<file path="src/rtl/g_4deser_pkg.sv">
// g_4deser_pkg: shared types and frame sizing for g_4deser (G_4DESER_PARITY_EN adds a parity bit)
package g_4deser_pkg;
  typedef enum logic {IDLE, SHIFT} state_t;
  localparam int DATA_W = 4;
`ifdef G_4DESER_PARITY_EN
  localparam int FRAME_LEN = 5;
`else
  localparam int FRAME_LEN = 4;
`endif
endpackage

</file>
<file path="src/rtl/g_4deser_obuf.sv">
// g_4deser_obuf: output holding register with valid/ready handshake and sticky overflow
module g_4deser_obuf
  import g_4deser_pkg::*;
(
  input  logic              clk,
  input  logic              rst,
  input  logic              load,
  input  logic              perr_in,
  input  logic              rdy,
  input  logic [DATA_W-1:0] word,
  output logic [DATA_W-1:0] q,
  output logic              qv,
  output logic              perr,
  output logic              ovf
);
  logic [DATA_W-1:0] q_q, q_d;
  logic qv_q, qv_d, perr_q, perr_d, ovf_q, ovf_d, accept;
  always_comb begin
    accept = ~qv_q | rdy;
    q_d    = load && accept ? word : q_q;
    perr_d = load && accept ? perr_in : perr_q;
    qv_d   = load | (qv_q & ~rdy);
    ovf_d  = ovf_q | (load & ~accept);
  end
  always_ff @(posedge clk) begin
    if (rst) begin
      q_q    <= '0;
      qv_q   <= 1'b0;
      perr_q <= 1'b0;
      ovf_q  <= 1'b0;
    end else begin
      q_q    <= q_d;
      qv_q   <= qv_d;
      perr_q <= perr_d;
      ovf_q  <= ovf_d;
    end
  end
  assign q    = q_q;
  assign qv   = qv_q;
  assign perr = perr_q;
  assign ovf  = ovf_q;
endmodule

</file>
<file path="src/rtl/g_4deser.sv">
// g_4deser: serial-to-4-bit deserializer with SOF resync; G_4DESER_PARITY_EN adds a trailing odd-parity bit
module g_4deser
  import g_4deser_pkg::*;
#(
  parameter int LSB_FIRST = 1
) (
  input  logic       CK,
  input  logic       CD,
  input  logic       SI,
  input  logic       SV,
  input  logic       SOF,
  input  logic       QR,
  output logic [3:0] Q,
  output logic       QV,
  output logic       PERR,
  output logic       OVF,
  output logic       BUSY
);
  state_t state_q, state_d;
  logic [2:0] cnt_q, cnt_d, idx;
  logic [1:0] pos;
  logic [DATA_W-1:0] data_q, data_d;
  logic done, perr_w;
  always_comb begin
    // a frame restarts at bit 0 from IDLE or on any valid SOF
    idx     = (SOF || state_q == IDLE) ? 3'd0 : cnt_q;
    pos     = LSB_FIRST != 0 ? idx[1:0] : 2'd3 - idx[1:0];
    data_d  = data_q;
    state_d = state_q;
    cnt_d   = cnt_q;
    done    = 1'b0;
    if (SV) begin
      if (idx == 3'd0) data_d = '0;
      if (idx < 3'(DATA_W)) data_d[pos] = SI;
      done    = idx == 3'(FRAME_LEN - 1);
      state_d = done ? IDLE : SHIFT;
      cnt_d   = done ? 3'd0 : idx + 3'd1;
    end
  end
`ifdef G_4DESER_PARITY_EN
  logic par_q, par_d;
  always_comb begin
    par_d  = SV ? ((idx == 3'd0 ? 1'b0 : par_q) ^ SI) : par_q;
    perr_w = ~par_d;
  end
  always_ff @(posedge CK) par_q <= CD ? 1'b0 : par_d;
`else
  assign perr_w = 1'b0;
`endif
  always_ff @(posedge CK) begin
    if (CD) begin
      state_q <= IDLE;
      cnt_q   <= 3'd0;
      data_q  <= '0;
    end else begin
      state_q <= state_d;
      cnt_q   <= cnt_d;
      data_q  <= data_d;
    end
  end
  assign BUSY = state_q == SHIFT;
  g_4deser_obuf u_obuf (
    .clk(CK), .rst(CD), .load(done), .perr_in(perr_w), .rdy(QR),
    .word(data_d), .q(Q), .qv(QV), .perr(PERR), .ovf(OVF)
  );
endmodule

</file>
<file path="config.mk">
export PLATFORM = sky130hd
export DESIGN_NAME = g_4deser
export DESIGN_NICKNAME = d
export VERILOG_FILES = /design/src/rtl/g_4deser_pkg.sv /design/src/rtl/g_4deser_obuf.sv /design/src/rtl/g_4deser.sv
export SDC_FILE = /design/constraint.sdc
export NUM_CORES = 1
export LEC_CHECK = 0
export ABC_CLOCK_PERIOD_IN_PS = 4000
export BUFFER_PORTS_ARGS = -buffer_cell sky130_fd_sc_hd__buf_2
export CORE_ASPECT_RATIO = 1.2
export CORE_MARGIN = 2
export CORE_UTILIZATION = 49
export DETAILED_ROUTE_END_ITERATION = 8
export GPL_ROUTABILITY_DRIVEN = 0
export PLACE_DENSITY = 0.78
export SYNTH_ARGS = -nofsm -noshare
export SYNTH_HDL_FRONTEND = slang
export SYNTH_HIERARCHICAL = 1
export SYNTH_SLANG_ARGS = --single-unit
</file>
<file path="constraint.sdc">
create_clock -name CK -period 4 [get_ports CK]
set_clock_uncertainty 0.15 [all_clocks]
set_input_delay 0.8 -clock CK [delete_from_list [all_inputs] [get_ports CK]]
set_output_delay 0.8 -clock CK [all_outputs]
set_load 0.03 [all_outputs]
</file>
==> reports/results.txt, run 1 <==
Fmax = 0.452 GHz
Yosys warnings = 6
Largest net degree at the start of global routing = 20
Post-synthesis average cell area = 9.87 um^2
Worst EP required = 4.07 ns
Post-cts hold buffer count = 0
PD cells = 304 nW/um^2
# H-tree levels = 1
Final period util = 55.3%
Worst R2R Path Depth = 7
Syn nets = 90
Syn Inst Count = 80
Post-route DRC = 0
Row Count = 15
Post-synth top flop = dfxtp_1
Vias in the first global route = 499
Routed WL = 1290 um
Register area share after synthesis = 38.0%
Final Hold Fails = 0
Tightest Hold Check Type = flip-flop to flip-flop
Fraction of layout cells with a size suffix above 1 = 23.7%
CP endpoint kind = flip-flop
Max_cap viols = 0
Final ANT Viol Nets = 0
Worst hold slack = 0.316 ns
Wirelength per Cell = 11.8 um
Status = complete, no violations
# diodes = 0
Clock Path Buffers = 2
I/O pin count = 14
Post-DP HPWL = 978 um
GRT Overall Usage = 15.9%
Hold path depth = 2
Vias = 586
Synth Register Bits = 15
Cts bufs inserted = 3
Die X = 40.6 um
Root Driver = clkbuf_4
Setup tns final = 0 ns
Overflow after GRT = 0
Post-CTS setup repair buffer count = 0
CTS tree = yes
Port Buffers = 13
Critical path type = primary input to flip-flop
Arr. time, crit path = 2.28 ns
Reg-to-reg slack, setup = 1.88 ns
RSZ-0062 raised after global routing = false
Highest fanout seen on the critical path = 5
Crit start category = primary input
Slew Limit Fails = 0
Hold Startpoint = data_q[0]
Fillers = 126
Post-synth ARST share = 0%
R2R Path Start = BUSY
Via density = 5.33
Mapped Area = 790 um^2
Die ar. = 1950 um^2
R2r endpoint = u_obuf/q[3]
LEAKAGE = 0.000402 uW
Final Net Count = 104
Post-cts repair resize count = 0
CTS clk-pin slew, worst paths = 0.09 ns
CTS Sinks = 15
Core area = 1480 um^2
First-pass GRT wire length = 2060 um
Antenna violations before repair = 0
Clk_lat worst skew = 0.28 ns
Final min period = 2.21 ns
P&R area growth vs syn = 10.3%
Worst vdd ir = 215 uV
Pre-antenna DRT Iters = 4
Final setup vio count = 0
Drt initial violations = 11
Yosys top cell by area = dfxtp_1
Die height = 48.0 um
Share of the synthesized area in the top cell type = 38.0%
Worst Hold End = data_q[0]
Starting density of the core = 53.2%
Area contributors post-synth = dfxtp_1, mux2i_1, nand2b_1
Post-synth EDFFs = 0
Number of distinct library cells after synthesis = 26
[registers in the layout, indices dropped and copies added, names as in the netlist]
signal,flops
u_obuf/ovf,1
data_q,4
cnt_q,3
u_obuf/qv,1
u_obuf/q,4
u_obuf/perr,1
BUSY,1
[cell type report]
cell class	count	area, um^2	area share (%)
Clock buffer	4	26.3	3.02
Sequential cell	15	300	34.5
Multi-Input combinational cell	58	447	51.3
Timing Repair Buffer	13	65.1	7.47
Tap cell	17	21.3	2.44
Inverter	3	11.3	1.29
[cell families after synthesis]
family	after synthesis	synth area share, %
compound gates	12	12.2
fa+ha+maj	4	6.34
buf+inv	7	5.39
flops	15	38.0
mux	8	10.3
other cells	1	0.475
simple gates	33	27.3
[routing by layer]
layer	GRT usage, %	up-vias	wire, um
li1	-	301	-
met2	30.8	13	660
met4	6.00	0	22
met1	16.4	270	568
met5	0	-	0
met3	2.79	2	41
[synthesized netlist by cell type, types with 2 or more instances]
| master | count |
|---|---|
| and3_4 | 2 |
| nor2b_1 | 4 |
| and3_1 | 2 |
| inv_1 | 3 |
| o211ai_1 | 3 |
| nor2_1 | 6 |
| buf_6 | 2 |
| nand2_1 | 4 |
| dfxtp_1 | 15 |
| a32o_1 | 3 |
| a22o_1 | 3 |
| ha_1 | 4 |
| mux2i_1 | 7 |
| nand2b_1 | 10 |
[worst max-delay path by stage]
| stage | cells after the start | slack [ns] | startpoint | to |
|---|---|---|---|---|
| final | 8 | 1.79 | SOF | u_obuf/q[3] |
| after floorplan | 8 | 1.83 | SOF | u_obuf/q[0] |
| after CTS | 8 | 1.77 | SOF | u_obuf/q[3] |
| after detailed placement | 8 | 1.48 | SOF | u_obuf/q[0] |
| after global placement | 8 | 1.53 | SOF | u_obuf/q[1] |
| after global routing | 8 | 1.62 | SOF | u_obuf/q[3] |
[per-stage QoR]
step / cells / utilization, % / power [uW] / instance area (um^2) / setup slack (ns)
floorplan: 80 / - / 175 / 790 / 1.83
global placement: 106 / 57.0 / 181 / 845 / 1.53
detailed placement: 106 / 57.0 / 182 / 845 / 1.48
CTS: 110 / 58.7 / 267 / 871 / 1.77
global route: 110 / 58.7 / 275 / 871 / 1.62
finish: 110 / 58.7 / 264 / 871 / 1.79
[report_power, final]
group	internal (uW)	switching, uW	total (uW)
Combinational	11.1	13.6	24.7
Clock	38.7	47.1	85.8
Sequential	152	2.31	154
[cell usage in the layout (no fill, tap or decap)]
cell and n:
a32o_1 3, and3_1 2, nor2b_1 4, buf_2 13, nand3b_4 1, inv_1 3
dfxtp_1 15, mux2i_1 7, nand2_1 4, nor2b_2 1, a22o_1 3, mux2_2 1
or2b_1 1, and3_4 2, conb_1 1, nor2_1 6, nor2b_4 1, ha_1 4
nand2b_1 10, clkbuf_4 3, clkbuf_1 1, nor3_1 1, o21ai_0 1, a211oi_1 1
o211ai_1 3, a21oi_1 1
[critical path: stages]
cell	delay (ns)
buf_2	0.11
nor2b_1	0.13
nand2_1	0.11
inv_1	0.11
ha_1	0.24
and3_1	0.23
nor2b_2	0.34
mux2i_1	0.21
No activity file was read; power rests on OpenSTA's default activity.
==> inputs of run 2 (changes only) <==
ABC_AREA = 1   (was default)
ABC_CLOCK_PERIOD_IN_PS = 2200   (was 4000)
PLACE_DENSITY = 0.79   (was 0.78)
clock period = 2.2 ns   (was 4 ns; I/O delays follow)
==> run 2 against run 1 <==
Synthesized cell count rose by 28%. Cell area fell by 0.43%. First-iteration DRC count fell by 36%. Utilization rose by 1.3 points. Non-clock buffer count rose by 1. Global-route usage rose by 1.1 points. Sequential power rose by 82%. Die area fell by 2.4%. Sequential cell count did not move. Sequential share of layout area rose by 0.15 points.
==> reports/results.txt, run 2 <==
Area after DPL = 840 um^2
Post-synth ARST share = 0%
Met3 usage = 2.84%
Design area = 867 um^2
Slew Limit Fails = 0
Worst hold slack = 0.282 ns
LEAKAGE = 0.000434 uW
Area contributors post-synth = dfxtp_1, nand3_1, inv_1
Final Hold Fails = 0
CTS tree = yes
Synth cell count leaders = inv_1, dfxtp_1, nand2_1, nand3_1, nor2_1
Post-synth top flop = dfxtp_1
GRT Max-Usage Layer = met2
Final Net Count = 127
Met2 Track Usage GR = 28.4%
Post-DP HPWL = 1010 um
Root Driver = clkbuf_4
Routing usage on met1 = 20.1%
Yosys warnings = 6
Final period util = 84.0%
Antenna violations before repair = 0
Routed WL = 1310 um
Highest fanout seen on the critical path = 5
CP endpoint kind = flip-flop
Crit start category = flip-flop
Vias = 637
Tightest Hold Check Type = primary input to flip-flop
Vias in the first global route = 557
Wirelength per Cell = 9.83 um
Mapped Area = 768 um^2
Core area = 1450 um^2
Drt initial violations = 7
Port Buffers = 13
Row Count = 15
P&R area growth vs syn = 12.9%
Yosys top cell by area = dfxtp_1
Register area share after synthesis = 39.1%
Die ar. = 1900 um^2
Synth Register Bits = 15
Most frequent cells in the layout = inv_1, dfxtp_1, nand3_1, nand2_1, buf_2
Cell chain of the critical path = nand3_1 -> inv_1 -> ha_1 -> nand3_2 -> inv_1 -> nand2_1 -> nand2_1 -> inv_1 -> nand3_2 -> nand2_1 -> nor2_1
Syn nets = 112
Worst vdd ir = 400 uV
Setup tns final = 0 ns
PD cells = 548 nW/um^2
Post-CTS setup repair buffer count = 0
Post-synthesis average cell area = 7.53 um^2
Count leader, synth = inv_1
Syn Inst Count = 102
Clk_lat worst skew = 0.28 ns
Share of the synthesized area in the top cell type = 39.1%
Overflow after GRT = 0
Largest net degree at the start of global routing = 12
I/O pin count = 14
Via density = 4.79
Most common cell after layout, fill and taps aside = inv_1
Clock Path Buffers = 2
Fillers = 138
Fraction of layout cells with a size suffix above 1 = 22.4%
Final min period = 1.85 ns
Starting density of the core = 53.2%
Post-route DRC = 0
Die height = 47.4 um
Pre-antenna DRT Iters = 4
Final ANT Viol Nets = 0
Critical path type = flip-flop to flip-flop
Post-cts repair resize count = 0
CTS Sinks = 15
Max_cap viols = 0
First-pass GRT wire length = 2190 um
Slowest-stage cell, CP = dfxtp_1
Post-cts hold buffer count = 0
Final setup vio count = 0
Arr. time, crit path = 1.93 ns
GRT Overall Usage = 17.1%
CTS clk-pin slew, worst paths = 0.09 ns
Cts bufs inserted = 3
# diodes = 0
Number of distinct library cells after synthesis = 18
RSZ-0062 raised after global routing = false
Worst EP required = 2.28 ns
Crit path largest cell delay = 0.45 ns
Post-synth EDFFs = 0
Fmax = 0.541 GHz
# H-tree levels = 1
Die X = 40.1 um
Status = complete, no violations
## run 2: area by class of cell
| cell class | count | area [um^2] | area share (%) |
|---|---|---|---|
| Inverter | 19 | 71.3 | 8.23 |
| Sequential cell | 15 | 300 | 34.6 |
| Multi-Input combinational cell | 64 | 362 | 41.7 |
| Timing Repair Buffer | 14 | 85.1 | 9.81 |
| Tap cell | 17 | 21.3 | 2.45 |
| Clock inverter | 1 | 5.00 | 0.577 |
| Clock buffer | 3 | 22.5 | 2.60 |
## run 2: metal layers
layer | up-vias | share of wire (%) | routed length [um]
met2 | 11 | 52 | 685
li1 | 344 | - | -
met5 | - | 0 | 0
met1 | 278 | 43 | 557
met4 | 0 | 1.4 | 18
met3 | 4 | 3.5 | 46
## run 2: path summary, 6_finish.rpt
path | endpoint | slack [ns] | depth (start not counted) | from
worst max-delay path | u_obuf/q[3] | 0.35 | 11 | BUSY
worst min-delay path | u_obuf/ovf | 0.28 | 4 | QR
worst max register to register | u_obuf/q[3] | 0.35 | 11 | BUSY
worst min register to register | u_obuf/ovf | 0.32 | 2 | u_obuf/ovf
## run 2: cell families after synthesis
family | synth area share (%)
compound gates | 10.1
fa+ha+maj | 6.51
buf+inv | 13.8
flops | 39.1
other cells | 0.488
simple gates | 30.0
## run 2: worst max-delay path, delay by kind of cell, from the launching register on
kind	cells	cell delay, ns
adders and majority gates	1	0.19
buffers and inverters	3	0.33
DFF	1	0.45
and+or+nand+nor	7	0.65
## run 2: per-stage QoR
stage / std cells / util, % / total power (uW) / worst slack (ns)
after floorplan: 102 / - / 314 / 0.364
final: 133 / 60.0 / 475 / 0.353
after CTS: 133 / 60.0 / 482 / 0.332
after detailed placement: 129 / 58.1 / 325 / 0.157
after global routing: 133 / 60.0 / 497 / 0.124
after global placement: 129 / 58.1 / 323 / 0.205
## run 2: where the power goes
| group | switching (uW) | internal, uW | total [uW] |
|---|---|---|---|
| Clock | 88.8 | 67.5 | 156 |
| Combinational | 26.1 | 13.2 | 39.3 |
| Sequential | 3.66 | 276 | 280 |
==> inputs of run 3 (changes only) <==
ABC_CLOCK_PERIOD_IN_PS = 1600   (was 2200)
CORE_UTILIZATION = 47   (was 49)
clock period = 1.6 ns   (was 2.2 ns; I/O delays follow)
==> run 3 against run 2 <==
Clock power grew 40%. Utilization grew 4.1 points. Non-clock buffer count is 10 higher. Via count rose by 11%. Final cell count grew 8.3%. Setup slack worse by 0.27 ns. Critical path depth unchanged. Largest cell class unchanged.
==> reports/results.txt, run 3 (synthesized netlist as in run 2, its figures left out) <==
Status = complete, no violations
Die ar. = 1980 um^2
Row Count = 16
Worst R2R Path Depth = 11
Clock Path Buffers = 2
Hold path depth = 4
Post-cts hold buffer count = 0
Final Hold Fails = 0
Reg power frac = 57.3%
Family with the most delay on the worst path = simple AND/OR/NAND/NOR gates
Setup tns final = 0 ns
Reg-to-reg slack, setup = 0.08 ns
Fraction of layout cells with a size suffix above 1 = 38.1%
Final setup vio count = 0
CP endpoint kind = flip-flop
Starting density of the core = 48.6%
Die X = 40.9 um
Cell chain of the critical path = nand3_4 -> inv_2 -> ha_4 -> nand3_4 -> inv_4 -> nand2_1 -> nand2_1 -> inv_1 -> nand3_2 -> nand2_1 -> nor2_1
Worst Hold End = u_obuf/ovf
Final Net Count = 137
Via density = 4.89
Die height = 48.3 um
Met3 usage = 2.74%
Largest net degree at the start of global routing = 13
Worst vdd ir = 375 uV
RSZ-0062 raised after global routing = true
Post-DP HPWL = 1130 um
Fillers = 150
Overflow after GRT = 0
Final period util = 94.8%
Vias in the first global route = 595
Routed WL = 1500 um
Multi-input gate area = 424 um^2
GRT Max-Usage Layer = met2
Port Buffers = 13
P&R area growth vs syn = 31.9%
Root Driver = clkbuf_4
Arr. time, crit path = 1.59 ns
Cts bufs inserted = 3
Crit start category = flip-flop
Worst EP required = 1.68 ns
Sw frac = 25.9%
Pre-antenna DRT Iters = 3
Most common cell after layout, fill and taps aside = inv_1
Vias = 704
GRT Overall Usage = 18.5%
I/O pin count = 14
Max_cap viols = 0
P_sw = 175 uW
Slowest-stage cell, CP = dfxtp_4
PD cells = 665 nW/um^2
Clock share of power = 32.4%
R2r endpoint = u_obuf/q[3]
Final ANT Viol Nets = 0
Reg area = 305 um^2
# diodes = 0
CTS tree = yes
LEAKAGE = 0.000470 uW
Int Pwr = 499 uW
First-pass GRT wire length = 2390 um
Tightest Hold Check Type = primary input to flip-flop
Clk_lat worst skew = 0.29 ns
CTS clk-pin slew, worst paths = 0.09 ns
Cell mode on critical path = nand2_1
Highest fanout seen on the critical path = 4
Critical path type = flip-flop to flip-flop
Fmax = 0.659 GHz
R2R Path Start = BUSY
Post-route DRC = 0
Comb pwr share = 10.3%
Slew Limit Fails = 0
Met2 Track Usage GR = 32.8%
Crit path buffers/inverters = 3
# H-tree levels = 1
Drt initial violations = 5
Core area = 1580 um^2
Most frequent cells in the layout = inv_1, nand2_1, dfxtp_1, buf_2, nor2_1
Antenna violations before repair = 0
Wirelength per Cell = 10.4 um
Worst hold slack = 0.163 ns
Final min period = 1.52 ns
Routing usage on met1 = 19.7%
CTS Sinks = 15
Crit path largest cell delay = 0.39 ns
Hold Startpoint = QR
run 3: cell count changes in the layout (fill, tap and decap cells not counted), moves of 2 or more:
cell | before | now
buf_4 | 0 | 10
nand3_1 | 14 | 9
inv_1 | 18 | 15
nand3_4 | 2 | 5
dfxtp_1 | 15 | 13
ha_1 | 4 | 2
inv_2 | 1 | 3
nand3_2 | 2 | 4
run 3: timing repair:
action	CTS	global route
setup buffers	1	0
setup endpoints to repair	7	8
pin swaps	0	0
resized for setup	5	11
run 3: power groups by stage:
stage          sequential (uW)  combinational, uW  clock [uW]
2_1_floorplan              395               36.4           0
3_3_place_gp               392               58.6           0
3_5_place_dp               393               60.7           0
4_1_cts                    384               66.3         222
5_1_grt                    387               77.2         239
6_report                   386               69.7         218
run 3: worst max path at each step:
| stage | start | to | slack [ns] | cells after the start |
|---|---|---|---|---|
| 2_1_floorplan | BUSY | u_obuf/q[3] | 0.04 | 11 |
| 3_3_place_gp | SOF | u_obuf/q[2] | -0.08 | 11 |
| 3_5_place_dp | SOF | u_obuf/q[3] | -0.19 | 13 |
| 4_1_cts | BUSY | u_obuf/q[3] | 0.003 | 11 |
| 5_1_grt | BUSY | u_obuf/q[3] | -0.04 | 11 |
| 6_report | BUSY | u_obuf/q[3] | 0.08 | 11 |
run 3: area by class of cell:
class / instances / share of cell area [%]
Clock buffer: 3 / 2.22
Timing Repair Buffer: 24 / 15.8
Multi-Input combinational cell: 64 / 41.9
Clock inverter: 1 / 0.494
Tap cell: 18 / 2.22
Inverter: 19 / 7.28
Sequential cell: 15 / 30.1
run 3: layer usage:
| layer | up-vias | share of wire, % |
|---|---|---|
| met3 | 5 | 3.7 |
| met2 | 15 | 50 |
| met1 | 314 | 44 |
| li1 | 370 | - |
| met5 | - | 0 |
| met4 | 0 | 2.3 |
run 3: tightest hold or removal path: cells and delay by family:
family	cells	cell delay, ns
buffers and inverters	2	0.11
AO/OA/AOI/OAI	1	0.05
AND/OR/NAND/NOR	1	0.07
run 3: per-stage QoR:
step / std cells / instance area, um^2 / power [uW] / utilization [%] / setup slack, ns
2_1_floorplan: 102 / 772 / 432 / - / 0.0423
3_3_place_gp: 139 / 912 / 451 / 57.7 / -0.0825
3_5_place_dp: 139 / 912 / 454 / 57.7 / -0.188
4_1_cts: 144 / 961 / 672 / 60.8 / 0.00287
5_1_grt: 144 / 1010 / 703 / 64.1 / -0.0421
6_report: 144 / 1010 / 674 / 64.1 / 0.0826
